[config.mk]
export PLATFORM = sky130hd
export DESIGN_NAME = mem_port_arbiter
export DESIGN_NICKNAME = d
export VERILOG_FILES = /design/src/rtl/mem_arb_pkg.sv /design/src/rtl/rr_arb2.sv /design/src/rtl/mem_port_arbiter.sv
export SDC_FILE = /design/constraint.sdc
export NUM_CORES = 1
export LEC_CHECK = 0
export CAP_MARGIN = 20
export CORE_MARGIN = 2
export CORE_UTILIZATION = 43
export CTS_BUF_LIST = sky130_fd_sc_hd__clkbuf_8
export DETAILED_ROUTE_END_ITERATION = 10
export PLACE_DENSITY = 0.87
export SLEW_MARGIN = 20
export SYNTH_ARGS = -nofsm -noshare
export SYNTH_HDL_FRONTEND = slang
export SYNTH_SLANG_ARGS = --single-unit
[constraint.sdc]
create_clock -name clk -period 2.1 [get_ports clk]
set_input_delay 0.42 -clock clk [delete_from_list [all_inputs] [get_ports clk]]
set_output_delay 0.42 -clock clk [all_outputs]
set_load 0.02 [all_outputs]
[src/rtl/mem_arb_pkg.sv]
// rtl/mem_arb_pkg.sv - shared encodings for the memory port arbiter
package mem_arb_pkg;

    localparam logic OWN_IF = 1'b0;
    localparam logic OWN_DM = 1'b1;

    // Wide enough for MEM_LAT-1 over the legal latency range 1..15.
    localparam int CNT_W = 4;

    typedef enum logic [1:0] {
        ST_IDLE   = 2'd0,
        ST_ACCESS = 2'd1,
        ST_RESP   = 2'd2
    } arb_state_t;

endpackage

[src/rtl/rr_arb2.sv]
// rtl/rr_arb2.sv - two-way round-robin pick between fetch and data requesters
module rr_arb2
    import mem_arb_pkg::*;
(
    input  logic req0,
    input  logic req1,
    input  logic last,
    output logic gnt_valid,
    output logic gnt_id
);

    assign gnt_valid = req0 | req1;

    // On a collision the requester that was not served last wins.
    assign gnt_id = (req0 && req1) ? ~last : (req1 ? OWN_DM : OWN_IF);

endmodule

[src/rtl/mem_port_arbiter.sv]
// rtl/mem_port_arbiter.sv - shares one single-port memory between instruction fetch and data access
module mem_port_arbiter
    import mem_arb_pkg::*;
#(
    parameter int AW      = 10,
    parameter int DW      = 32,
    parameter int MEM_LAT = 2
) (
    input  logic          clk,
    input  logic          rst,
    input  logic          halt,
    input  logic          if_req,
    input  logic [AW-1:0] if_addr,
    output logic [DW-1:0] if_rdata,
    output logic          if_ack,
    input  logic          dm_req,
    input  logic          dm_we,
    input  logic [AW-1:0] dm_addr,
    input  logic [DW-1:0] dm_wdata,
    output logic [DW-1:0] dm_rdata,
    output logic          dm_ack,
    output logic          mem_en,
    output logic          mem_we,
    output logic [AW-1:0] mem_addr,
    output logic [DW-1:0] mem_wdata,
    input  logic [DW-1:0] mem_rdata,
    output logic          busy,
    output logic          owner
);

    arb_state_t       state;
    logic [CNT_W-1:0] cnt;
    logic [AW-1:0]    lat_addr;
    logic [DW-1:0]    lat_wdata;
    logic             lat_we;
    logic             owner_q;
    logic             last_owner;
    logic             if_ack_q;
    logic             dm_ack_q;
    logic [DW-1:0]    if_rdata_q;
    logic [DW-1:0]    dm_rdata_q;
    logic             gnt_valid;
    logic             gnt_id;

    rr_arb2 u_rr_arb2 (
        .req0      (if_req),
        .req1      (dm_req),
        .last      (last_owner),
        .gnt_valid (gnt_valid),
        .gnt_id    (gnt_id)
    );

    assign mem_en    = (state == ST_ACCESS);
    // The write strobe is confined to the final access cycle and is
    // suppressed by reset so an interrupted write never commits.
    assign mem_we    = mem_en && (cnt == '0) && lat_we && !rst;
    assign mem_addr  = lat_addr;
    assign mem_wdata = lat_wdata;
    assign busy      = (state != ST_IDLE);
    assign owner     = owner_q;
    assign if_ack    = if_ack_q;
    assign dm_ack    = dm_ack_q;
    assign if_rdata  = if_rdata_q;
    assign dm_rdata  = dm_rdata_q;

    always_ff @(posedge clk) begin
        if (rst) begin
            state      <= ST_IDLE;
            cnt        <= '0;
            lat_addr   <= '0;
            lat_wdata  <= '0;
            lat_we     <= 1'b0;
            owner_q    <= OWN_IF;
            last_owner <= OWN_DM;
            if_ack_q   <= 1'b0;
            dm_ack_q   <= 1'b0;
            if_rdata_q <= '0;
            dm_rdata_q <= '0;
        end else begin
            if_ack_q <= 1'b0;
            dm_ack_q <= 1'b0;
            case (state)
                ST_IDLE: begin
                    if (!halt && gnt_valid) begin
                        owner_q    <= gnt_id;
                        last_owner <= gnt_id;
                        lat_addr   <= (gnt_id == OWN_DM) ? dm_addr : if_addr;
                        lat_wdata  <= (gnt_id == OWN_DM) ? dm_wdata : '0;
                        lat_we     <= (gnt_id == OWN_DM) && dm_we;
                        cnt        <= CNT_W'(MEM_LAT - 1);
                        state      <= ST_ACCESS;
                    end
                end
                ST_ACCESS: begin
                    if (cnt == '0) begin
                        // Only the owner's read register is updated; the
                        // other requester keeps its last returned word.
                        if (owner_q == OWN_DM) begin
                            dm_rdata_q <= mem_rdata;
                            dm_ack_q   <= 1'b1;
                        end else begin
                            if_rdata_q <= mem_rdata;
                            if_ack_q   <= 1'b1;
                        end
                        state <= ST_RESP;
                    end else begin
                        cnt <= cnt - CNT_W'(1);
                    end
                end
                ST_RESP: begin
                    state <= ST_IDLE;
                end
                default: begin
                    state <= ST_IDLE;
                end
            endcase
        end
    end

endmodule

; ---- Word level (Yosys, flattened, before mapping)
; Cells that the tools add are included.
[word_totals]
n_memories = 0
register_bits = 117
ram_bits = 0
out_inout_bits = 112
romBits = 0
latchBits = 0
[op_classes]
muxes = 12
n_addsub = 1
n_eq_ne = 4
n_lt_le_gt_ge = 0
shifts = 0
n_reduce_logical = 18
multipliers = 0
bitwise = 5
n_div = 0
[ops]
columns = op, n
row1 = $mux W32, 1
row2 = $mux W10, 1
row3 = $reduce_and A3 Y1, 3
row4 = $mux W4, 2
row5 = $pmux W4 S2, 1
row6 = $logic_and A1 B1 Y1, 6
row7 = $logic_not A4 Y1, 1
row8 = $mux W1, 4
row9 = $mux W2, 2
row10 = $ne A2 B2 Y1 const B, 2
row11 = $not A1 Y1, 4
row12 = $pmux W2 S2, 1
row13 = $reduce_and A2 Y1, 2
row14 = $reduce_bool A2 Y1, 2
row15 = $sub A4 B1 Y4 const B, 1
row16 = $reduce_or A3 Y1, 1
row17 = $eq A2 B1 Y1 const B, 1
row18 = $logic_not A1 Y1, 2
row19 = $logic_not A2 Y1, 1
row20 = $ne A2 B1 Y1 const B, 1
row21 = $or A1 B1 Y1, 1

; ---- Logic depth before layout (Yosys ltp)
; Gate-level depths: netlist of run 1.
[depth]
word_depth = 4
ltp_mapped = 6
mapped_depth_nobuf = 5

; ---- Cells and area by module
; A second synthesis of run 1 with hierarchy kept.
[unflattened]
hier_cells = 410
area_unflattened_um2 = 4335.4
[modules_own_cells]
columns = mod, cells_per_inst, seq_area_each_um2, area_per_inst_um2, instances
row1 = mem_port_arbiter, 408, 2342.2, 4321.6, 1
row2 = rr_arb2, 2, 0.0, 13.8, 1

; ---- Worst setup path before layout of run 1
; Ideal clock, no wire load.
[synth_path]
path_kind = input-to-output
startpoint = input port rst
endpoint = output port mem_we
required_time_ns = 1.680
path_buffers = 2
stages = 4
slack_ns = 0.434
t_arrival_ns = 1.246
path_cell_list = clkbuf_1 > clkbuf_1 > nor3_1 > and2_1
[synth_between]
elab_chain_cells = 2
[synth_lines]
columns = element, line_no
row1 = "start, declared", mem_port_arbiter.sv:10  ; input logic rst,
row2 = $logic_not A1 Y1, mem_port_arbiter.sv:56  ; assign mem_we = mem_en && (cnt == '0) && lat_we && !rst;
row3 = $logic_and A1 B1 Y1, mem_port_arbiter.sv:56
row4 = "end, declared", mem_port_arbiter.sv:23  ; output logic mem_we,
; Every way passes these cells.

; ---- Final worst setup path of run 1
[layout_path]
startpoint = register state[0]
endpoint = output port mem_we
[layout_between]
elab_chain_cells = 4
[layout_lines]
columns = element, line_no
row1 = "start, declared", mem_port_arbiter.sv:31  ; arb_state_t state;
row2 = "start signal, assigned", mem_port_arbiter.sv:68  ; state <= ST_IDLE;
row3 = "start signal, assigned", mem_port_arbiter.sv:91  ; state <= ST_ACCESS;
row4 = "start signal, assigned", mem_port_arbiter.sv:105  ; state <= ST_RESP;
row5 = $eq A2 B1 Y1, mem_port_arbiter.sv:53  ; assign mem_en = (state == ST_ACCESS);
row6 = $logic_and A1 B1 Y1 (3 in a row), mem_port_arbiter.sv:56
; Every way passes these cells.

==> results.txt, run 1 <==
Ports = 202
Syn avg cell area = 11.3 µm²
Via/cell ratio = 4.90
CP bufs+invs = 1
CTS tree = yes
CTS Hold Bufs = 0
Reg2Reg Depth = 6
Min Tclk post-route = 2.04 ns
Arrival time worst endpoint = 1.62 ns
DR pass1 iterations = 6
Vias = 3713
WL per Instance = 15.9 µm
Finished Core Util = 0.693
Slew @ Worst Pin = 0.427 ns
Post-CTS Setup Repair Bufs = 0
Critical Path, Cell by Cell = or3b_4 -> nor3_4 -> and2_1 -> buf_4
Worst hold endpoint = state[1]
Launch point of the worst reg-to-reg path = cnt[0]
Setup Viol. Count Final = 0
Total leakage power = 0.00287 µW
Most common cell after layout, fill and taps aside = clkdlybuf4s50_1
Initial Util = 0.440
Setup CP Type = flop to output pin
CTS Buffer Depth = 2
Peak VDD IR = 0.410 mV
Latest clock arrival within the worst-skew pair = 0.42 ns
Iter 0 DRT Violations = 102
Post-DRT Antenna Nets = 0
Cells after synthesis = 399
CP max stage delay = 0.40 ns
Pins over their slew limit = 0
Die Y = 107 µm
Register area share after synthesis = 0.518
Commonest non-fill, non-tap cells in the layout = 196 x clkdlybuf4s50_1, 117 x dfxtp_1, 97 x nand2b_1
Clock root cell = clkbuf_8
Final wirelength = 12.1 mm
CTS sink cnt = 117
Max cap viols = 0
Final net count = 701
Run status = finished, final reports clean
First-pass GRT wire length = 18.9 mm
Share of post-route cells with drive strength above 1 = 0.0997
Yosys cell types = 38
N_diodes = 0
Yosys warns = 0
IO Port Bufs = 201
Critical Path RT = 1.68 ns
Total track usage = 0.211
Fmax = 0.490 GHz
Detailed-placement wirelength estimate = 8.52 mm
Slew HR = 0.716
Final critical-path share of the clock period = 0.972
RSZ-0062 raised after global routing = false
CTS buffer count = 17
DRC Markers = 0
Number of global-route vias before repair = 3892
Total die area = 11400 µm²
R2R setup slack = 0.33 ns
PD cells = 723 nW/µm²
Crit path max fanout = 2
HP Start = rst
Largest net degree at the start of global routing = 54
CP max stage cell = or3b_4
CP Launch Type = flop
Fillers = 776
Core area = 10300 µm²
Reg clk slew, reported paths = 0.06 ns
Synthesized cell area = 4520 µm²
Row count = 37
Max Clock Skew = 0.00764 ns
CP Capture Type = output pin
Final Wtd Congestion = 0.860
FF+latch count, synth = 117
GRT overflow = 0
RR Endpoint = cnt[1]
Antenna violations before repair = 0
Chip Width = 107 µm
H-tree level count = 4
Worst min path class = primary input to flop
Final Hold Viols = 0
Syn-to-layout area delta = 57.5%
Synth Net Count = 491
Worst hold slack = 0.253 ns
Top delay family on crit path = simple AND/OR/NAND/NOR gates
Hold path depth = 2
## where the power goes
| group | switching [µW] | internal [µW] |
|---|---|---|
| clock network | 898 | 1070 |
| registers | 53.0 | 2310 |
| logic | 367 | 457 |
| total | 1320 | 3840 |
## cell usage after synthesis
library cell  count  area (µm²)
nand2b_1         97         607
buf_2            10        50.1
a21oi_2           1        8.76
nor4_4            1        21.3
a21bo_2           1        10.0
a21oi_1           2        10.0
or2_2             1        6.26
a31oi_1           1        6.26
nor3b_1           1        7.51
a21o_1            1        7.51
or3b_2            1        8.76
and2_1            1        6.26
a22o_1           33         289
or2_1             1        6.26
or3b_4            1        11.3
and4b_1           1        10.0
dfxtp_1         117        2340
nor4_1            1        6.26
o31ai_1           1        7.51
ha_1              2        25.0
nand4b_1          1        8.76
nor2_1            2        7.51
o2bb2ai_1        10        87.6
buf_8             3        45.0
nand3b_1          2        15.0
clkbuf_1         15        56.3
mux2i_1          74         741
nand4_1           1        6.26
a31o_2            1        8.76
a221o_1           2        20.0
nor3_1            2        10.0
inv_1             2        7.51
nand2_1           2        7.51
o21a_1            1        7.51
a21boi_0          3        22.5
nor2b_1           1        6.26
nor3_4            1        16.3
buf_1             1        3.75
## cells by family after synthesis
kind of cell,count (synthesis),synth area share
AO/OA/AOI/OAI,57,0.107
adder cells (fa/ha/maj),2,0.00553
buffers and inverters,31,0.0360
flip-flops,117,0.518
multiplexers,74,0.164
AND/OR/NAND/NOR,118,0.170
## worst register-to-register path, stage by stage (launching register included)
cell and delay [ns]:
dfxtp_1 0.33, inv_1 0.08, ha_1 0.17, buf_4 0.12, or3b_2 0.50, a221o_1 0.38
a21oi_1 0.14
## per-stage QoR
stage / instance area [µm²] / power [µW] / setup TNS, ns / std cells / setup slack (ns)
2_1_floorplan: 4520 / 2800 / 0 / 399 / 0.434
3_3_place_gp: 6730 / 3210 / -0.0113 / 726 / -0.0113
3_5_place_dp: 6730 / 3230 / -0.00360 / 726 / -0.00360
4_1_cts: 7120 / 5210 / 0 / 758 / 0.0180
5_1_grt: 7130 / 5370 / 0 / 758 / 0.00576
6_report: 7130 / 5150 / 0 / 758 / 0.0591
## flip-flops by register name, summed over array words and instances (netlist names), 2 cells and up
register / count
dm_rdata: 32
mem_wdata: 32
mem_addr: 10
if_rdata: 32
cnt: 4
state: 2
## per-layer routing
layer	up-vias	part of all wire	global-route usage
met5	-	0	0
met4	0	0.018	0.0891
li1	1807	-	-
met2	161	0.48	0.348
met1	1724	0.42	0.247
met3	21	0.087	0.0772
## final cells by class
cell class	count	area, µm²	share of cell area
Sequential cell	117	2340	0.329
Clock buffer	18	248	0.0348
Timing Repair Buffer	220	2180	0.307
Clock inverter	14	136	0.0191
Tap cell	136	170	0.0239
Inverter	2	7.51	0.00105
Multi-Input combinational cell	251	2040	0.286
## worst max path at each step
stage	from	endpoint	slack (ns)	cells after the start
after global routing	state[0]	mem_we	0.006	4
after global placement	state[1]	mem_we	-0.01	4
after CTS	state[0]	mem_we	0.02	4
final	state[0]	mem_we	0.06	4
after detailed placement	state[0]	mem_we	-0.004	4
after floorplan	rst	mem_we	0.43	4
## timing repair
action | in CTS | in global routing
pin swaps | 0 | 0
setup endpoints to repair | 3 | 2
resized for setup | 7 | 3
Note: power is estimated with default switching activity, not from simulation.
==> run 2: changes to the inputs <==
--- a/config.mk
+++ b/config.mk
@@ -10,6 +10,7 @@
 export CORE_UTILIZATION = 43
 export CTS_BUF_LIST = sky130_fd_sc_hd__clkbuf_8
 export DETAILED_ROUTE_END_ITERATION = 10
+export HOLD_SLACK_MARGIN = 0.15
 export PLACE_DENSITY = 0.87
 export SLEW_MARGIN = 20
 export SYNTH_ARGS = -nofsm -noshare
==> results of run 2 <==
Same layout as run 1: the final DEF is identical, and so are final timing and power.
==> run 3: changes to the inputs <==
--- a/config.mk
+++ b/config.mk
@@ -5,7 +5,7 @@
 export SDC_FILE = /design/constraint.sdc
 export NUM_CORES = 1
 export LEC_CHECK = 0
-export CAP_MARGIN = 20
+export CAP_MARGIN = 5
 export CORE_MARGIN = 2
 export CORE_UTILIZATION = 43
 export CTS_BUF_LIST = sky130_fd_sc_hd__clkbuf_8
==> results of run 3 <==
Same layout as run 1: the final DEF is identical, and so are final timing and power.
